`config.mk`:
```
export PLATFORM = sky130hd
export DESIGN_NAME = ps2_keymatrix
export DESIGN_NICKNAME = d
export VERILOG_FILES = /design/src/rtl/ps2_keymatrix.sv
export SDC_FILE = /design/constraint.sdc
export NUM_CORES = 1
export LEC_CHECK = 0
export BUFFER_PORTS_ARGS = -buffer_cell sky130_fd_sc_hd__buf_2
export CAP_MARGIN = 15
export CORE_ASPECT_RATIO = 0.7
export CORE_MARGIN = 3
export CORE_UTILIZATION = 45
export CTS_CLUSTER_DIAMETER = 30
export DETAILED_ROUTE_END_ITERATION = 10
export PLACE_DENSITY = 0.66
export SYNTH_ARGS = -nofsm -noshare
export SYNTH_HDL_FRONTEND = slang
export SYNTH_SLANG_ARGS = --single-unit
```
`constraint.sdc`:
```
create_clock -name clk_i -period 2.6 [get_ports clk_i]
set_clock_uncertainty 0.1 [all_clocks]
set_input_delay 0.52 -clock clk_i [delete_from_list [all_inputs] [get_ports clk_i]]
set_output_delay 0.52 -clock clk_i [all_outputs]
set_load 0.1 [all_outputs]
```
`src/rtl/ps2_keymatrix.sv`:
```
// PS/2 keyboard receiver and scancode decoder that maintains the 80-bit active-low
// CPC key matrix. A registered external ROM maps each scancode to a matrix index.
module ps2_keymatrix #(
  parameter int TIMEOUT_CYCLES = 16000,
  parameter int FILTER_LEN     = 4
) (
  input  logic        clk_i,
  input  logic        nreset_i,
  input  logic        ps2_clk_i,
  input  logic        ps2_dat_i,
  output logic [8:0]  map_addr_o,
  input  logic [7:0]  map_data_i,
  output logic [79:0] keyboard_o,
  output logic [7:0]  scancode_o,
  output logic        scancode_valid_o,
  output logic        frame_err_o
);

  // state     | meaning
  // RX_IDLE   | waiting for a start bit
  // RX_DATA   | shifting 8 data bits, LSB first
  // RX_PARITY | capturing the odd-parity bit
  // RX_STOP   | checking the stop bit and parity
  // DEC_IDLE  | waiting for a received byte
  // DEC_LOOKUP| ROM address presented, data pending
  // DEC_APPLY | ROM data valid, matrix update
  localparam logic [1:0] RX_IDLE    = 2'd0;
  localparam logic [1:0] RX_DATA    = 2'd1;
  localparam logic [1:0] RX_PARITY  = 2'd2;
  localparam logic [1:0] RX_STOP    = 2'd3;
  localparam logic [1:0] DEC_IDLE   = 2'd0;
  localparam logic [1:0] DEC_LOOKUP = 2'd1;
  localparam logic [1:0] DEC_APPLY  = 2'd2;

  localparam int WD_W = $clog2(TIMEOUT_CYCLES + 1);
  localparam int FL_W = $clog2(FILTER_LEN + 1);

  logic            clk_meta_q, clk_sync_q, dat_meta_q, dat_sync_q;
  logic            filt_lvl_q, filt_lvl_d;
  logic [FL_W-1:0] filt_cnt_q, filt_cnt_d;
  logic            clk_fall;

  logic [1:0]      rx_state_q, rx_state_d;
  logic [2:0]      bit_cnt_q, bit_cnt_d;
  logic [7:0]      shift_q, shift_d;
  logic            par_q, par_d;
  logic [WD_W-1:0] wd_cnt_q, wd_cnt_d;
  logic [7:0]      scancode_q, scancode_d;
  logic            sc_valid_q, sc_valid_d;
  logic            frame_err_q, frame_err_d;
  logic            rx_err;

  logic [1:0]      dec_state_q, dec_state_d;
  logic            ext_q, ext_d, brk_q, brk_d;
  logic [2:0]      skip_q, skip_d;
  logic [8:0]      map_addr_q, map_addr_d;
  logic [79:0]     kbd_q, kbd_d;
  logic            dec_drop;

  always_ff @(posedge clk_i or negedge nreset_i) begin
    if (!nreset_i) begin
      clk_meta_q <= 1'b1;
      clk_sync_q <= 1'b1;
      dat_meta_q <= 1'b1;
      dat_sync_q <= 1'b1;
    end else begin
      clk_meta_q <= ps2_clk_i;
      clk_sync_q <= clk_meta_q;
      dat_meta_q <= ps2_dat_i;
      dat_sync_q <= dat_meta_q;
    end
  end

  // A level change is taken on the FILTER_LEN-th consecutive differing sample.
  always_comb begin
    filt_lvl_d = filt_lvl_q;
    filt_cnt_d = '0;
    clk_fall   = 1'b0;
    if (clk_sync_q != filt_lvl_q) begin
      if (filt_cnt_q == FL_W'(FILTER_LEN - 1)) begin
        filt_lvl_d = clk_sync_q;
        clk_fall   = filt_lvl_q;
      end else begin
        filt_cnt_d = filt_cnt_q + 1'b1;
      end
    end
  end

  always_comb begin
    rx_state_d = rx_state_q;
    bit_cnt_d  = bit_cnt_q;
    shift_d    = shift_q;
    par_d      = par_q;
    wd_cnt_d   = wd_cnt_q;
    scancode_d = scancode_q;
    sc_valid_d = 1'b0;
    rx_err     = 1'b0;

    if (clk_fall) begin
      wd_cnt_d = WD_W'(TIMEOUT_CYCLES - 1);
    end else if (rx_state_q != RX_IDLE && wd_cnt_q != '0) begin
      wd_cnt_d = wd_cnt_q - 1'b1;
    end

    case (rx_state_q)
      RX_IDLE: begin
        if (clk_fall && !dat_sync_q) begin
          rx_state_d = RX_DATA;
          bit_cnt_d  = '0;
        end
      end
      RX_DATA: begin
        if (clk_fall) begin
          shift_d   = {dat_sync_q, shift_q[7:1]};
          bit_cnt_d = bit_cnt_q + 1'b1;
          if (bit_cnt_q == 3'd7) rx_state_d = RX_PARITY;
        end
      end
      RX_PARITY: begin
        if (clk_fall) begin
          par_d      = dat_sync_q;
          rx_state_d = RX_STOP;
        end
      end
      default: begin
        if (clk_fall) begin
          rx_state_d = RX_IDLE;
          if (dat_sync_q && (^{shift_q, par_q})) begin
            scancode_d = shift_q;
            sc_valid_d = 1'b1;
          end else begin
            rx_err = 1'b1;
          end
        end
      end
    endcase

    if (!clk_fall && rx_state_q != RX_IDLE && wd_cnt_q == '0) begin
      rx_state_d = RX_IDLE;
      rx_err     = 1'b1;
    end
  end

  assign dec_drop    = sc_valid_q && (dec_state_q != DEC_IDLE);
  assign frame_err_d = rx_err | dec_drop;

  always_comb begin
    dec_state_d = dec_state_q;
    ext_d       = ext_q;
    brk_d       = brk_q;
    skip_d      = skip_q;
    map_addr_d  = map_addr_q;
    kbd_d       = kbd_q;
    case (dec_state_q)
      DEC_IDLE: begin
        if (sc_valid_q) begin
          if (skip_q != 3'd0) begin
            skip_d = skip_q - 1'b1;
          end else begin
            case (scancode_q)
              8'hE1: begin skip_d = 3'd7; ext_d = 1'b0; brk_d = 1'b0; end
              8'hF0: brk_d = 1'b1;
              8'hE0: ext_d = 1'b1;
              8'hAA: begin kbd_d = '1; ext_d = 1'b0; brk_d = 1'b0; end
              8'h00, 8'hEE, 8'hFA, 8'hFC, 8'hFE, 8'hFF: begin
                ext_d = 1'b0;
                brk_d = 1'b0;
              end
              default: begin
                map_addr_d  = {ext_q, scancode_q};
                dec_state_d = DEC_LOOKUP;
              end
            endcase
          end
        end
      end
      DEC_LOOKUP: dec_state_d = DEC_APPLY;
      default: begin
        if (map_data_i[7]) begin
          for (int i = 0; i < 80; i++) begin
            if (map_data_i[6:0] == 7'(i)) kbd_d[i] = brk_q;
          end
        end
        ext_d       = 1'b0;
        brk_d       = 1'b0;
        dec_state_d = DEC_IDLE;
      end
    endcase
  end

  always_ff @(posedge clk_i or negedge nreset_i) begin
    if (!nreset_i) begin
      filt_lvl_q  <= 1'b1;
      filt_cnt_q  <= '0;
      rx_state_q  <= RX_IDLE;
      bit_cnt_q   <= '0;
      shift_q     <= '0;
      par_q       <= 1'b0;
      wd_cnt_q    <= WD_W'(TIMEOUT_CYCLES - 1);
      scancode_q  <= '0;
      sc_valid_q  <= 1'b0;
      frame_err_q <= 1'b0;
      dec_state_q <= DEC_IDLE;
      ext_q       <= 1'b0;
      brk_q       <= 1'b0;
      skip_q      <= '0;
      map_addr_q  <= '0;
      kbd_q       <= '1;
    end else begin
      filt_lvl_q  <= filt_lvl_d;
      filt_cnt_q  <= filt_cnt_d;
      rx_state_q  <= rx_state_d;
      bit_cnt_q   <= bit_cnt_d;
      shift_q     <= shift_d;
      par_q       <= par_d;
      wd_cnt_q    <= wd_cnt_d;
      scancode_q  <= scancode_d;
      sc_valid_q  <= sc_valid_d;
      frame_err_q <= frame_err_d;
      dec_state_q <= dec_state_d;
      ext_q       <= ext_d;
      brk_q       <= brk_d;
      skip_q      <= skip_d;
      map_addr_q  <= map_addr_d;
      kbd_q       <= kbd_d;
    end
  end

  assign map_addr_o       = map_addr_q;
  assign keyboard_o       = kbd_q;
  assign scancode_o       = scancode_q;
  assign scancode_valid_o = sc_valid_q;
  assign frame_err_o      = frame_err_q;

endmodule

```
# Word-level counts from Yosys, hierarchy flattened
# Cells that the tools add are included.
# Widths: inputs -> output; s select.
op_classes:
  n_addsub: 4
  mul: 0
  div_mod_pow: 0
  order_cmp: 0
  n_eq_ne: 106
  shift: 0
  n_mux: 122
  n_bitwise: 5
  n_reduce_logical: 197
op_table:
  columns: ["op", "count"]
  rows:
  - ["$reduce_and 6->1", 80]
  - ["$mux 80", 4]
  - ["$eq 7x6->1 const B", 32]
  - ["$reduce_bool 2->1", 86]
  - ["$pmux 80 s2", 1]
  - ["$eq 7x5->1 const B", 16]
  - ["$eq 7x7->1 const B", 16]
  - ["$mux 1", 93]
  - ["$eq 8x8->1 const B", 9]
  - ["$eq 7x4->1 const B", 8]
  - ["$eq 7x3->1 const B", 4]
  - ["$mux 14", 2]
  - ["$mux 2", 9]
  - ["$mux 3", 6]
  - ["$eq 7x2->1 const B", 2]
  - ["$logic_not 14->1", 1]
  - ["$reduce_bool 14->1", 1]
  - ["$sub 14x1->14 const B", 1]
  - ["$ne 3x3->1 const B", 4]
  - ["$reduce_and 3->1", 4]
  - ["$reduce_and 4->1", 3]
  - ["$ne 2x2->1 const B", 5]
  - ["$reduce_or 10->1", 1]
  - ["$reduce_xor 9->1", 1]
  - ["26 further kinds", 45]
totals:
  regBits: 142
  latch_bits: 0
  ramBits: 0
  rom_bits: 0
  input_bits: 12
  output_inout_bits: 99
  word_cells: 533
  n_memories: 0

# Longest topological paths before layout
depth:
  ltp_word: 8
  ltp_mapped: 8

# Worst setup path before layout
# No wires, ideal clock.
synth_path:
  path_type: "reg-to-reg"
  start: "register scancode_q[7] (netlist: scancode_o[7])"
  end: "register kbd_q[32] (netlist: keyboard_o[32])"
  setup_time_ns: 0.073
  arrival_time_ns: 2.661
  t_required_ns: 2.427
  setup_slack_ns: -0.235
  path_stages_with_launch: 7
  period_less_slack_ns: 2.835
  cell_sequence: "dfrtp_1 -> nand2_1 -> or4_4 -> o41ai_4 -> buf_6 -> a21oi_1 -> a21oi_1"
synth_via:
  elab_chain_len: 3
synth_lines:
  columns: ["item", "line", "source"]
  rows:
  - ["start: declaration", "48", "logic [7:0] scancode_q, scancode_d;"]
  - ["start signal: assignment", "217", "scancode_q <= scancode_d;"]
  - ["$eq 8x8->1", "160", "case (scancode_q)"]
  - ["$ne 2x1->1 (no line)", null, null]
  - ["$reduce_and 6->1 (no line)", null, null]
  - ["end signal: assignment", "225", "kbd_q <= kbd_d;"]
  - ["end: declaration", "57", "logic [79:0] kbd_q, kbd_d;"]
# No other way between the ends.
# A chain may end at the register's enable or synchronous reset.

# Worst setup path in the final report
layout_path:
  start: "register scancode_q[0] (netlist: scancode_o[0])"
  end: "register map_addr_q[3] (netlist: map_addr_o[3])"
layout_via:
  elab_chain_len: 4
  elab_cells_between_ends: 13
  classes_between: "eq/ne (9); bitwise (1); reduce/logical (3)"
layout_lines:
  columns: ["item", "line", "source"]
  rows:
  - ["$eq 8x8->1 / $logic_not 8->1 (equally long branches)", "160", null]
  - ["$reduce_or 10->1 (no line) *", null, null]
  - ["$not 1->1 (no line) *", null, null]
  - ["$reduce_and 4->1 (no line) *", null, null]
  - ["end signal: assignment", "224", "map_addr_q <= map_addr_d;"]
  - ["end: declaration", "56", "logic [8:0] map_addr_q, map_addr_d;"]
# Mark *: on every way between the ends. The rest lies on a longest branch, timed or not.

==> summary.md <==
| Metric | Value |
|---|---|
| Sequential cell fraction of total power | `47.6%` |
| Synth warnings | `0` |
| Setup TNS | `0 ps` |
| Die area | `16,450 µm²` |
| Max-Slew Margin vs Limit | `48.34%` |
| Transition time at the pin with the least slew margin | `768.9 ps` |
| Worst EP arrival | `2540 ps` |
| Clock tree root driver cell | `clkbuf_16` |
| Category of the critical setup timing path | `reg -> reg` |
| Worst R2R Start | `scancode_o[0]` |
| Average routed wire per standard cell | `18.98 µm` |
| Top-level I/O count | `111` |
| Most common cell after layout, fill and taps aside | `a21oi_1` |
| Number of synthesized flops with an enable pin | `0` |
| Starting utilization of the core area | `47.20%` |
| Data required time at the worst endpoint | `2800 ps` |
| Area used by multi-input combinational logic | `2775 µm²` |
| Worst setup slack before clock tree synthesis | `273.1 ps` |
| Largest area contributor in the synthesized netlist | `dfstp_2` |
| First-pass GRT wire length | `29,710 µm` |
| Leading register cell type out of synthesis | `dfstp_2` |
| CP max FO | `10` |
| Area growth from synthesis to final layout | `19.43%` |
| Switching portion of total power | `25.15%` |
| Number of buffer cells added on primary ports | `110` |
| Final Setup Violations | `0` |
| Net count of the mapped netlist | `685` |
| Horizontal extent of the die | `152.0 µm` |
| DRT Pass-1 Iters | `6` |
| Initial detailed-routing violation count | `650` |
| Remaining global-route overflow | `0` |
| Vias | `5,684` |
| Min-delay worst type | `in -> reg` |
| Number of buffers on the longest clock path | `2` |
| Via count of the first global-routing pass | `5,621` |
| Result of the run | `finished clean` |
| Share of Yosys cell area claimed by the top area cell type | `37.94%` |
| Detailed placer's ending HPWL | `12,410 µm` |
| Die Y | `108.2 µm` |
| Crit share post-route | `90.18%` |
| Via-per-instance ratio | `5.836` |
| Number of standard cells after synthesis | `662` |
| Placeable core area | `14,230 µm²` |
| Slew Limit Fails | `0` |
| Total number of nets in the final design | `795` |
| Number of remaining DRC errors | `0` |
| Share of layout cells above drive strength 1 | `37.63%` |
| Clock network power share | `41.0%` |
| Combinational share of power | `11.4%` |
| Cell-internal power | `4.053 mW` |
| Final Worst Setup Slack | `255.4 ps` |
| Placement Rows | `36` |
| Kind of start point of the critical path | `register` |
| Area occupied by registers | `3685 µm²` |
| Number of antenna diodes | `0` |
| Layout fillers | `1,248` |
| Highest clock rate | `426.5 MHz` |
| Post-synth design cell area | `6718 µm²` |
| H-tree depth reported by CTS | `4` |
| Wire length after detailed routing | `18,490 µm` |
| Commonest cells after routing, fill and taps aside | `a21oi_1 (160), buf_2 (109), dfstp_2 (97)` |
| VDD IR-drop max | `0.4405 mV` |
| Hold Startpoint | `ps2_dat_i` |
| Number of distinct standard cells referenced by the synthesized netlist | `46` |
| Sequential element share of the synthesized area | `54.70%` |
| Max-cap violations | `0` |
| Sinks on the clock net | `142` |
| Routability congestion estimate from global placement | `0.8537` |
| Number of nets with antenna violations after routing | `0` |
| Clock tree from TritonCTS | `yes` |
| Synth async-reset ratio | `100.0%` |
| Hold violation total from the final report | `0` |
| Number of buffers created by CTS | `17` |
| Shortest period the worst path allows | `2345 ps` |
| Clock latency reported for the late side of the worst-skew pair | `420 ps` |
| Flip-flop and latch count after synthesis | `142` |
| RSZ-0062 raised after global routing | `no` |
| Utilization of the core after routing | `56.36%` |
| Main area contributors after synthesis | `dfstp_2 (38%), dfrtp_1 (17%), a21oi_1 (12%)` |
| Clock transition at the registers of the reported paths | `60 ps` |
| Reg2Reg Setup Slack | `260 ps` |
| Reported leakage power | `3.247 nW` |
| Global-route usage over all layers | `22.72%` |
| Crit path launch | `scancode_o[0]` |
| Synthesized area per cell | `10.15 µm²` |
| Largest net degree at the start of global routing | `82` |
| Ratio of total power to cell area | `675.0 nW/µm²` |
| Initial antenna violation count | `0` |
| Switching component of the power | `1.362 mW` |
| Endpoint class of the critical path | `register` |
[registers in the layout, summed over array words and instances, names as in the netlist, 3 cells and up]
name	flops
shift_q	8
filt_cnt_q	3
bit_cnt_q	3
keyboard_o	80
map_addr_o	9
wd_cnt_q	14
skip_q	3
scancode_o	8
[path summary, 6_finish.rpt]
path	to	depth (start not counted)
min reg2reg	clk_sync_q	0
max	map_addr_o[3]	5
max reg2reg	map_addr_o[3]	5
min in group asynchronous	map_addr_o[7]	2
max in group asynchronous	keyboard_o[7]	3
min	dat_meta_q	1
[cell families (layout without fill, tap and decap cells)]
group,Yosys count,after routing,synth area share (%)
AO/OA/AOI/OAI,271,271,21.57
XOR/XNOR,20,20,2.812
buffers and inverters,53,175,3.986
multiplexers,28,28,4.675
AND/OR/NAND/NOR,137,137,10.21
adder cells (fa/ha/maj),11,11,2.049
flip-flops,142,142,54.70
[synth_stat cells, types with 2 or more instances]
cell type and count:
dfrtp_1 45, a21oi_2 6, or4_1 2, xor2_1 3
nand3b_1 2, nand2b_1 5, nor4_1 7, or3_1 7
nor2_1 29, nor2b_1 5, o21ai_0 88, a32o_1 2
nand3_1 10, mux2_2 27, buf_6 9, inv_1 14
ha_1 11, o211ai_1 2, nand2_1 42, nor3_1 13
dfstp_2 97, o31ai_1 2, a21oi_1 160, nand4_1 3
nor3b_1 3, xnor2_1 16, clkbuf_1 28, a211oi_1 6
[final cells by class]
cell class                 count  share of cell area, %
clock buffer                  29                  6.114
clock inverter                 2                 0.4367
inverter                      14                 0.6550
multi-input combinational    467                  34.59
sequential                   142                  45.93
tap                          190                  2.963
timing repair buffer         130                  9.311
[power groups by stage]
stage	clock network (mW)	logic (mW)	registers, mW
after floorplan	0	0.429	2.57
after global placement	0	0.575	2.59
after detailed placement	0	0.609	2.61
after CTS	2.26	0.618	2.58
after global routing	2.35	0.700	2.60
final	2.22	0.615	2.58
[layer usage]
layer | vias to the layer above | track usage (%) | share of wire (%)
met5 | - | 0 | 0
met4 | 0 | 6.735 | 1.4
met3 | 21 | 5.440 | 8.1
met2 | 263 | 35.01 | 45
met1 | 2807 | 32.28 | 46
li1 | 2593 | - | -
[critical path, stage by stage (launching register included)]
cell	delay (ps)
dfrtp_2	460
or4_2	690
a21oi_1	160
a211oi_1	80
nand2_1	340
mux2_2	400
[metrics by stage]
stage,area [µm²],hold slack [ps],instances,power [mW]
finish,8023,102.2,974,5.416
CTS,8003,91.17,973,5.457
detailed placement,7467,249.0,941,3.215
global route,8023,87.62,974,5.652
floorplan,6728,124.4,662,3.000
global placement,7467,246.0,941,3.167
[timing repair]
item | 4_1_cts | 5_1_grt
resized for setup | 0 | 0
hold buffers | 1 | 0
endpoints found under the hold margin | 15 | 0
buffers inserted | 0 | 0
No activity file was read; power rests on OpenSTA's default activity.
